===== config.mk =====
export PLATFORM = sky130hd
export DESIGN_NAME = i2c_target_regfile
export DESIGN_NICKNAME = d
export VERILOG_FILES = /design/src/rtl/i2c_pkg.sv /design/src/rtl/i2c_bus_monitor.sv /design/src/rtl/i2c_target_regfile.sv
export SDC_FILE = /design/constraint.sdc
export NUM_CORES = 1
export LEC_CHECK = 0
export BUFFER_PORTS_ARGS = -buffer_cell sky130_fd_sc_hd__buf_4
export CORE_AREA = 3 3 105 107
export DETAILED_ROUTE_END_ITERATION = 7
export DIE_AREA = 0 0 108 110
export SYNTH_ARGS = -nofsm -noshare
export SYNTH_HDL_FRONTEND = slang
export SYNTH_HIERARCHICAL = 1
export SYNTH_SLANG_ARGS = --single-unit

===== constraint.sdc =====
create_clock -name clk -period 3 [get_ports clk]
set_input_delay 0.75 -clock clk [delete_from_list [all_inputs] [get_ports clk]]
set_output_delay 0.75 -clock clk [all_outputs]
set_load 0.02 [all_outputs]

===== src/rtl/i2c_pkg.sv =====
// Shared types and bus constants for the I2C target register file.
// Holds the target FSM state encoding and ACK/RW bit values.
package i2c_pkg;

    typedef enum logic [3:0] {
        IDLE,
        ADDR,
        ADDR_ACK,
        PTR,
        PTR_ACK,
        WDATA,
        WDATA_ACK,
        RDATA,
        RACK,
        WAIT_STOP
    } i2c_tgt_state_t;

    localparam logic I2C_ACK   = 1'b0;
    localparam logic I2C_NACK  = 1'b1;
    localparam logic I2C_WRITE = 1'b0;
    localparam logic I2C_READ  = 1'b1;

endpackage


===== src/rtl/i2c_bus_monitor.sv =====
// Synchronizes the SCL/SDA pad inputs and produces single-cycle event pulses.
// Ports: clk, reset (async high), scl_in, sda_in -> sda (synced level),
//        scl_rise, scl_fall, start_det, stop_det (1-cycle pulses).
module i2c_bus_monitor #(
    parameter int SYNC_STAGES = 2
) (
    input  logic clk,
    input  logic reset,
    input  logic scl_in,
    input  logic sda_in,
    output logic sda,
    output logic scl_rise,
    output logic scl_fall,
    output logic start_det,
    output logic stop_det
);

    logic [SYNC_STAGES-1:0] scl_sync;
    logic [SYNC_STAGES-1:0] sda_sync;
    logic                   scl_q;
    logic                   sda_q;
    logic                   scl;

    // Reset to the idle-bus level so no edge is seen right after reset.
    always_ff @(posedge clk or posedge reset) begin
        if (reset) begin
            scl_sync <= '1;
            sda_sync <= '1;
            scl_q    <= 1'b1;
            sda_q    <= 1'b1;
        end else begin
            scl_sync <= {scl_sync[SYNC_STAGES-2:0], scl_in};
            sda_sync <= {sda_sync[SYNC_STAGES-2:0], sda_in};
            scl_q    <= scl_sync[SYNC_STAGES-1];
            sda_q    <= sda_sync[SYNC_STAGES-1];
        end
    end

    assign scl = scl_sync[SYNC_STAGES-1];
    assign sda = sda_sync[SYNC_STAGES-1];

    assign scl_rise  = scl & ~scl_q;
    assign scl_fall  = ~scl & scl_q;
    // SDA edges only count as START/STOP when SCL was high on both samples.
    assign start_det = scl & scl_q & sda_q & ~sda;
    assign stop_det  = scl & scl_q & ~sda_q & sda;

endmodule


===== src/rtl/i2c_target_regfile.sv =====
// I2C target with a small register file: pointer write, burst write, burst read.
// Ports: clk, reset (async high), scl_in, sda_in, sda_oe (1=pull low), busy,
//        wr_valid/wr_ptr/wr_data (write strobe), dbg_ptr -> dbg_data (comb read).
module i2c_target_regfile
    import i2c_pkg::*;
#(
    parameter logic [6:0] TARGET_ADDR = 7'h55,
    parameter int         NUM_REGS    = 4,
    parameter int         PTR_W       = 2,
    parameter int         SYNC_STAGES = 2
) (
    input  logic             clk,
    input  logic             reset,
    input  logic             scl_in,
    input  logic             sda_in,
    output logic             sda_oe,
    output logic             busy,
    output logic             wr_valid,
    output logic [PTR_W-1:0] wr_ptr,
    output logic [7:0]       wr_data,
    input  logic [PTR_W-1:0] dbg_ptr,
    output logic [7:0]       dbg_data
);

    localparam logic [PTR_W-1:0] PTR_ONE = 1;

    logic sda;
    logic scl_rise;
    logic scl_fall;
    logic start_det;
    logic stop_det;

    i2c_bus_monitor #(
        .SYNC_STAGES(SYNC_STAGES)
    ) u_mon (
        .clk      (clk),
        .reset    (reset),
        .scl_in   (scl_in),
        .sda_in   (sda_in),
        .sda      (sda),
        .scl_rise (scl_rise),
        .scl_fall (scl_fall),
        .start_det(start_det),
        .stop_det (stop_det)
    );

    i2c_tgt_state_t   state, state_n;
    logic [3:0]       cnt, cnt_n;
    logic [6:0]       rx, rx_n;
    logic [6:0]       tx, tx_n;
    logic [PTR_W-1:0] ptr, ptr_n;
    logic             oe_n;
    logic             busy_n;
    logic             flag, flag_n;
    logic             rw, rw_n;
    logic             wr_valid_n;
    logic [PTR_W-1:0] wr_ptr_n;
    logic [7:0]       wr_data_n;
    logic             we;
    logic [7:0]       rx_shift;
    logic [7:0]       rd_byte;
    logic [7:0]       regs [NUM_REGS];

    assign rx_shift = {rx, sda};
    assign rd_byte  = regs[ptr];
    assign dbg_data = regs[dbg_ptr];

    always_ff @(posedge clk or posedge reset) begin
        if (reset) begin
            state    <= IDLE;
            cnt      <= '0;
            rx       <= '0;
            tx       <= '0;
            ptr      <= '0;
            sda_oe   <= 1'b0;
            busy     <= 1'b0;
            flag     <= 1'b0;
            rw       <= I2C_WRITE;
            wr_valid <= 1'b0;
            wr_ptr   <= '0;
            wr_data  <= '0;
            for (int i = 0; i < NUM_REGS; i++) begin
                regs[i] <= '0;
            end
        end else begin
            state    <= state_n;
            cnt      <= cnt_n;
            rx       <= rx_n;
            tx       <= tx_n;
            ptr      <= ptr_n;
            sda_oe   <= oe_n;
            busy     <= busy_n;
            flag     <= flag_n;
            rw       <= rw_n;
            wr_valid <= wr_valid_n;
            wr_ptr   <= wr_ptr_n;
            wr_data  <= wr_data_n;
            if (we) begin
                regs[ptr] <= rx_shift;
            end
        end
    end

    // flag: in *_ACK states it marks that the ACK is being driven;
    // in RACK it marks that the master acknowledged.
    always_comb begin
        state_n    = state;
        cnt_n      = cnt;
        rx_n       = rx;
        tx_n       = tx;
        ptr_n      = ptr;
        oe_n       = sda_oe;
        busy_n     = busy;
        flag_n     = flag;
        rw_n       = rw;
        wr_valid_n = 1'b0;
        wr_ptr_n   = wr_ptr;
        wr_data_n  = wr_data;
        we         = 1'b0;

        if (stop_det) begin
            state_n = IDLE;
            oe_n    = 1'b0;
            busy_n  = 1'b0;
            flag_n  = 1'b0;
            cnt_n   = '0;
        end else if (start_det) begin
            state_n = ADDR;
            oe_n    = 1'b0;
            flag_n  = 1'b0;
            cnt_n   = '0;
        end else begin
            unique case (state)
                IDLE, WAIT_STOP: begin
                    oe_n = 1'b0;
                end
                ADDR: begin
                    if (scl_rise) begin
                        rx_n  = rx_shift[6:0];
                        cnt_n = cnt + 4'd1;
                        if (cnt == 4'd7) begin
                            cnt_n = '0;
                            if (rx_shift[7:1] == TARGET_ADDR) begin
                                state_n = ADDR_ACK;
                                busy_n  = 1'b1;
                                rw_n    = rx_shift[0];
                            end else begin
                                state_n = WAIT_STOP;
                                busy_n  = 1'b0;
                            end
                        end
                    end
                end
                ADDR_ACK, PTR_ACK, WDATA_ACK: begin
                    if (scl_fall) begin
                        if (!flag) begin
                            oe_n   = ~I2C_ACK;
                            flag_n = 1'b1;
                        end else begin
                            flag_n = 1'b0;
                            oe_n   = 1'b0;
                            cnt_n  = '0;
                            if (state == ADDR_ACK && rw == I2C_READ) begin
                                // Release of the ACK is also the first data bit.
                                state_n = RDATA;
                                tx_n    = rd_byte[6:0];
                                oe_n    = ~rd_byte[7];
                            end else if (state == ADDR_ACK) begin
                                state_n = PTR;
                            end else begin
                                state_n = WDATA;
                            end
                        end
                    end
                end
                PTR: begin
                    if (scl_rise) begin
                        rx_n  = rx_shift[6:0];
                        cnt_n = cnt + 4'd1;
                        if (cnt == 4'd7) begin
                            cnt_n   = '0;
                            ptr_n   = rx_shift[PTR_W-1:0];
                            state_n = PTR_ACK;
                        end
                    end
                end
                WDATA: begin
                    if (scl_rise) begin
                        rx_n  = rx_shift[6:0];
                        cnt_n = cnt + 4'd1;
                        if (cnt == 4'd7) begin
                            cnt_n      = '0;
                            we         = 1'b1;
                            wr_valid_n = 1'b1;
                            wr_ptr_n   = ptr;
                            wr_data_n  = rx_shift;
                            ptr_n      = ptr + PTR_ONE;
                            state_n    = WDATA_ACK;
                        end
                    end
                end
                RDATA: begin
                    if (scl_rise) begin
                        cnt_n = cnt + 4'd1;
                    end else if (scl_fall) begin
                        if (cnt == 4'd8) begin
                            oe_n    = 1'b0;
                            cnt_n   = '0;
                            state_n = RACK;
                        end else begin
                            oe_n = ~tx[6];
                            tx_n = {tx[5:0], 1'b0};
                        end
                    end
                end
                RACK: begin
                    if (scl_rise) begin
                        if (sda == I2C_ACK) begin
                            ptr_n  = ptr + PTR_ONE;
                            flag_n = 1'b1;
                        end else begin
                            state_n = WAIT_STOP;
                            busy_n  = 1'b0;
                            oe_n    = 1'b0;
                        end
                    end else if (scl_fall && flag) begin
                        flag_n  = 1'b0;
                        cnt_n   = '0;
                        state_n = RDATA;
                        tx_n    = rd_byte[6:0];
                        oe_n    = ~rd_byte[7];
                    end
                end
                default: begin
                    state_n = IDLE;
                    oe_n    = 1'b0;
                end
            endcase
        end
    end

endmodule


==> run_results.csv <==
group,metric,value,unit
cells_and_area,fin_cells,507,
drt,top_layer,"met4",
cts,cts_resized,0,
pwr,p_leak,0.00216,uW
drt,drtAntennaViolNets,0,
cts,clk_latency,350,ps
logic_synthesis,synth_fa_ha_area_share,1.82,%
timing,post-route-period-util,86.6,%
cts,cts.sinks,77,
cells_and_area,area_delta_synth_final,15.3,%
timing,fin_tns_setup,0,ps
drt,route.met3.wl,301,um
worst_hold_path,hold_path.class,"flop to flop",
global_route,antenna_found_initial,0,
logic_synthesis,avgSynthCellArea,12.3,um2
flow_run,cap_violations,0,
timing,slew_viol_final,0,
placed_design,place.port_buffers,26,
cells_and_area,final_core_util,46.5,%
cells_and_area,finalInstanceArea,4760,um2
placed_design,dp_hpwl,6730,um
setup_path,regToRegSetupSlack,400,ps
cells_and_area,antennaDiodeCount,0,
global_route,grt_util_all_layers,17.5,%
cts,cts_buffers,9,
setup_path,slowest_stage,"dfstp_2",
placed_design,pre_cts_slack,367,ps
logic_synthesis,synth_compound_area_share,8.60,%
setup_path,path_max_fanout,15,
pwr,ir_worst_vdd,0.260,mV
drt,dr.first_iter.drc_count,122,
logic_synthesis,yosys.area_share.simple,14.4,%
setup_path,rr_endpoint,"regs[28]$_DFFE_PP0P_",
drt,route.vias.total,2853,
floorplanning,rows,37,
logic_synthesis,yosys.area_share.xor_xnor,0.424,%
floorplanning,dieArea,11900,um2
logic_synthesis,synth_top_family_by_area,"multiplexers",
worst_hold_path,min_from,"u_mon/sda_sync[0]$_DFF_PP1_",
setup_path,reg2reg_depth,7,
logic_synthesis,netlist_area,4130,um2
floorplanning,io_pins,27,
floorplanning,die_h,110,um
worst_hold_path,holdPathStages,0,
setup_path,cp_data_required_time,3240,ps
setup_path,start_kind,"flop",
timing,setup_violations,0,
logic_synthesis,ys_warn_count,6,
timing,final.setup.worst_slack,401,ps
logic_synthesis,synth-seq-area-share,46.8,%
setup_path,crit_path_max_incr_delay,660,ps
logic_synthesis,postSynthCellCount,336,
drt,wl_met2,4600,um
cells_and_area,drive_above_1_share,38.8,%
cts,postCtsSetupBuffers,0,
cts,tritoncts,"done",
logic_synthesis,synth-edff-count,0,
logic_synthesis,synth_fp_nets,348,
cts,cts_root_buf,"clkbuf_8",
timing,min_period,2600,ps
logic_synthesis,synth_cell_types,56,
global_route,grt_overflow,0,
drt,met1_length,4390,um
cts,cts_hold_buf,0,
floorplanning,die_w,108,um
logic_synthesis,ys_async_sr_fraction,100,%
placed_design,dp_cells,492,
placed_design,gp_congestion,0.828,
global_route,grt_max_degree,27,
placed_design,placed_area,4500,um2
status,status,"complete, no violations",
worst_hold_path,hold_path_end,"u_mon/sda_sync[1]$_DFF_PP1_",
drt,via_per_inst,5.63,
cts,htreeDepth,3,
timing,slew-limit-headroom,54.0,%
drt,drt_wl_total,9450,um
drt,drcViolationCount,0,
drt,dr.pass1.iters,4,
pwr,cellPowerDensity,502,nW/um2
global_route,first_global_vias,2942,
floorplanning,start_util,40.4,%
cts,cts_buffer_depth,2,
setup_path,crit_arrival,2830,ps
floorplanning,core_area,10200,um2
logic_synthesis,ys_dominant_reg_cell,"dfrtp_1",
setup_path,crit_type,"flop to flop",
timing,grt_setup_unrepaired,"false",
timing,hold_viol_final,0,
drt,wl_per_cell,18.6,um
timing,skew,13.8,ps
global_route,grt_pass1_wl,16000,um
logic_synthesis,muxShareOfSynthArea,25.0,%
setup_path,reg2reg_from,"u_mon/sda_sync[1]$_DFF_PP1_",
cells_and_area,fin_nets,379,
setup_path,crit_chain,"and4b_1 > nor2_2 > nand2_1 > nor4b_4 > buf_4 > nand2_2 > mux2_2",
timing,max_slew.worst_pin.slew,690,ps
setup_path,crit_path_end_kind,"flop",
logic_synthesis,ys_ff_latch,77,
timing,fmax,385,MHz
cts,clkSlewWorstSetupHoldPaths,80,ps
[sequential cells by signal (all words and copies together), names as in the netlist]
register        count
busy                1
cnt                 4
flag                1
ptr                 2
regs               32
rw                  1
rx                  7
sda_oe              1
state               4
tx                  7
u_mon/scl_q         1
u_mon/scl_sync      2
u_mon/sda_q         1
u_mon/sda_sync      2
wr_data             8
wr_ptr              2
wr_valid            1
[logic make-up (layout without fill, tap and decap cells)]
| group | after synthesis | count (layout) |
|---|---|---|
| AO/OA/AOI/OAI | 52 | 52 |
| XOR/XNOR | 2 | 2 |
| adder cells (fa/ha/maj) | 6 | 6 |
| buffers and inverters | 29 | 64 |
| flip-flops | 77 | 77 |
| multiplexers | 76 | 76 |
| AND/OR/NAND/NOR | 94 | 94 |
[layer usage]
metal | up-vias | GRT usage (%)
met5 | - | 0
met4 | 0 | 5.41
met3 | 15 | 4.02
met2 | 55 | 28.6
met1 | 1461 | 23.5
li1 | 1322 | -
[power by group]
part / total [uW] / internal [uW] / switching (uW)
clock network: 1030 / 656 / 378
registers: 1140 / 1070 / 71.9
logic: 213 / 86.6 / 126
[metrics by stage]
step / power (uW) / hold slack [ps]
after floorplan: 1300 / 345
after global placement: 1370 / 350
after detailed placement: 1380 / 353
after CTS: 2420 / 352
after global routing: 2500 / 360
final: 2390 / 347
[synth_stat cells, drive strengths merged (2+ instances only)]
master / n / area [um2]
a21o: 2 / 15.0
a21oi: 12 / 60.1
a22o: 3 / 26.3
a311o: 3 / 30.0
a31oi: 2 / 12.5
and4b: 3 / 30.0
buf: 9 / 47.6
clkbuf: 8 / 30.0
dfrtp: 71 / 1780
dfstp: 6 / 158
ha: 6 / 75.1
inv: 12 / 45.0
mux2: 56 / 631
mux2i: 4 / 40.0
mux4: 16 / 360
nand2: 36 / 145
nand2b: 5 / 31.3
nand3: 6 / 30.0
nand3b: 4 / 30.0
nand4b: 3 / 26.3
nand4bb: 2 / 22.5
nor2: 8 / 32.5
nor2b: 2 / 12.5
nor3: 5 / 25.0
nor3b: 2 / 15.0
nor4: 5 / 61.3
nor4b: 4 / 62.6
o211ai: 3 / 22.5
o21ai: 11 / 55.1
o22ai: 3 / 18.8
o31ai: 2 / 15.0
o41ai: 2 / 17.5
or2: 2 / 12.5
or3b: 2 / 17.5
[cell usage in the layout (no fill, tap or decap), types with 3 or more instances in the layout]
cell	synthesis	layout
a22o_1	3	3
nand2b_1	5	5
nand2_2	4	4
clkbuf_8	0	10
a21oi_1	12	12
mux4_2	16	16
nor3_1	5	5
nand3b_1	4	4
ha_1	6	6
a311o_1	3	3
inv_1	12	11
dfstp_2	6	6
mux2_2	56	56
bufinv_16	0	4
and4b_1	3	3
o21ai_0	11	11
nor4_1	3	3
nand4b_1	3	3
o211ai_1	3	3
o22ai_1	3	3
nand2_1	32	32
mux2i_1	4	4
dfrtp_1	71	71
nand3_1	6	6
nor2_1	7	7
buf_4	1	37
[critical path: cells and delay by family (launching register included)]
| family | cells | cell delay, ps |
|---|---|---|
| AND/OR/NAND/NOR | 5 | 1220 |
| flip-flops | 1 | 660 |
| multiplexers | 1 | 330 |
| buffers and inverters | 1 | 270 |
[how the worst max path moves through the flow]
stage | start | endpoint | slack, ps
after floorplan | reset | busy$_DFFE_PP0P_ | 450
after global placement | u_mon/sda_sync[1]$_DFF_PP1_ | regs[29]$_DFFE_PP0P_ | 470
after detailed placement | u_mon/sda_sync[1]$_DFF_PP1_ | regs[28]$_DFFE_PP0P_ | 370
after CTS | u_mon/sda_sync[1]$_DFF_PP1_ | regs[28]$_DFFE_PP0P_ | 350
after global routing | u_mon/sda_sync[1]$_DFF_PP1_ | regs[16]$_DFFE_PP0P_ | 250
final | u_mon/sda_sync[1]$_DFF_PP1_ | regs[28]$_DFFE_PP0P_ | 400
[cell type report]
type / count / area (um2)
fill: 914 / 5470
clock inverter: 4 / 120
timing repair buffer: 37 / 278
clock buffer: 11 / 141
tap: 136 / 170
sequential: 77 / 1930
multi-input combinational: 230 / 2070
inverter: 12 / 45.0
Power figures use the tool's default switching activity.
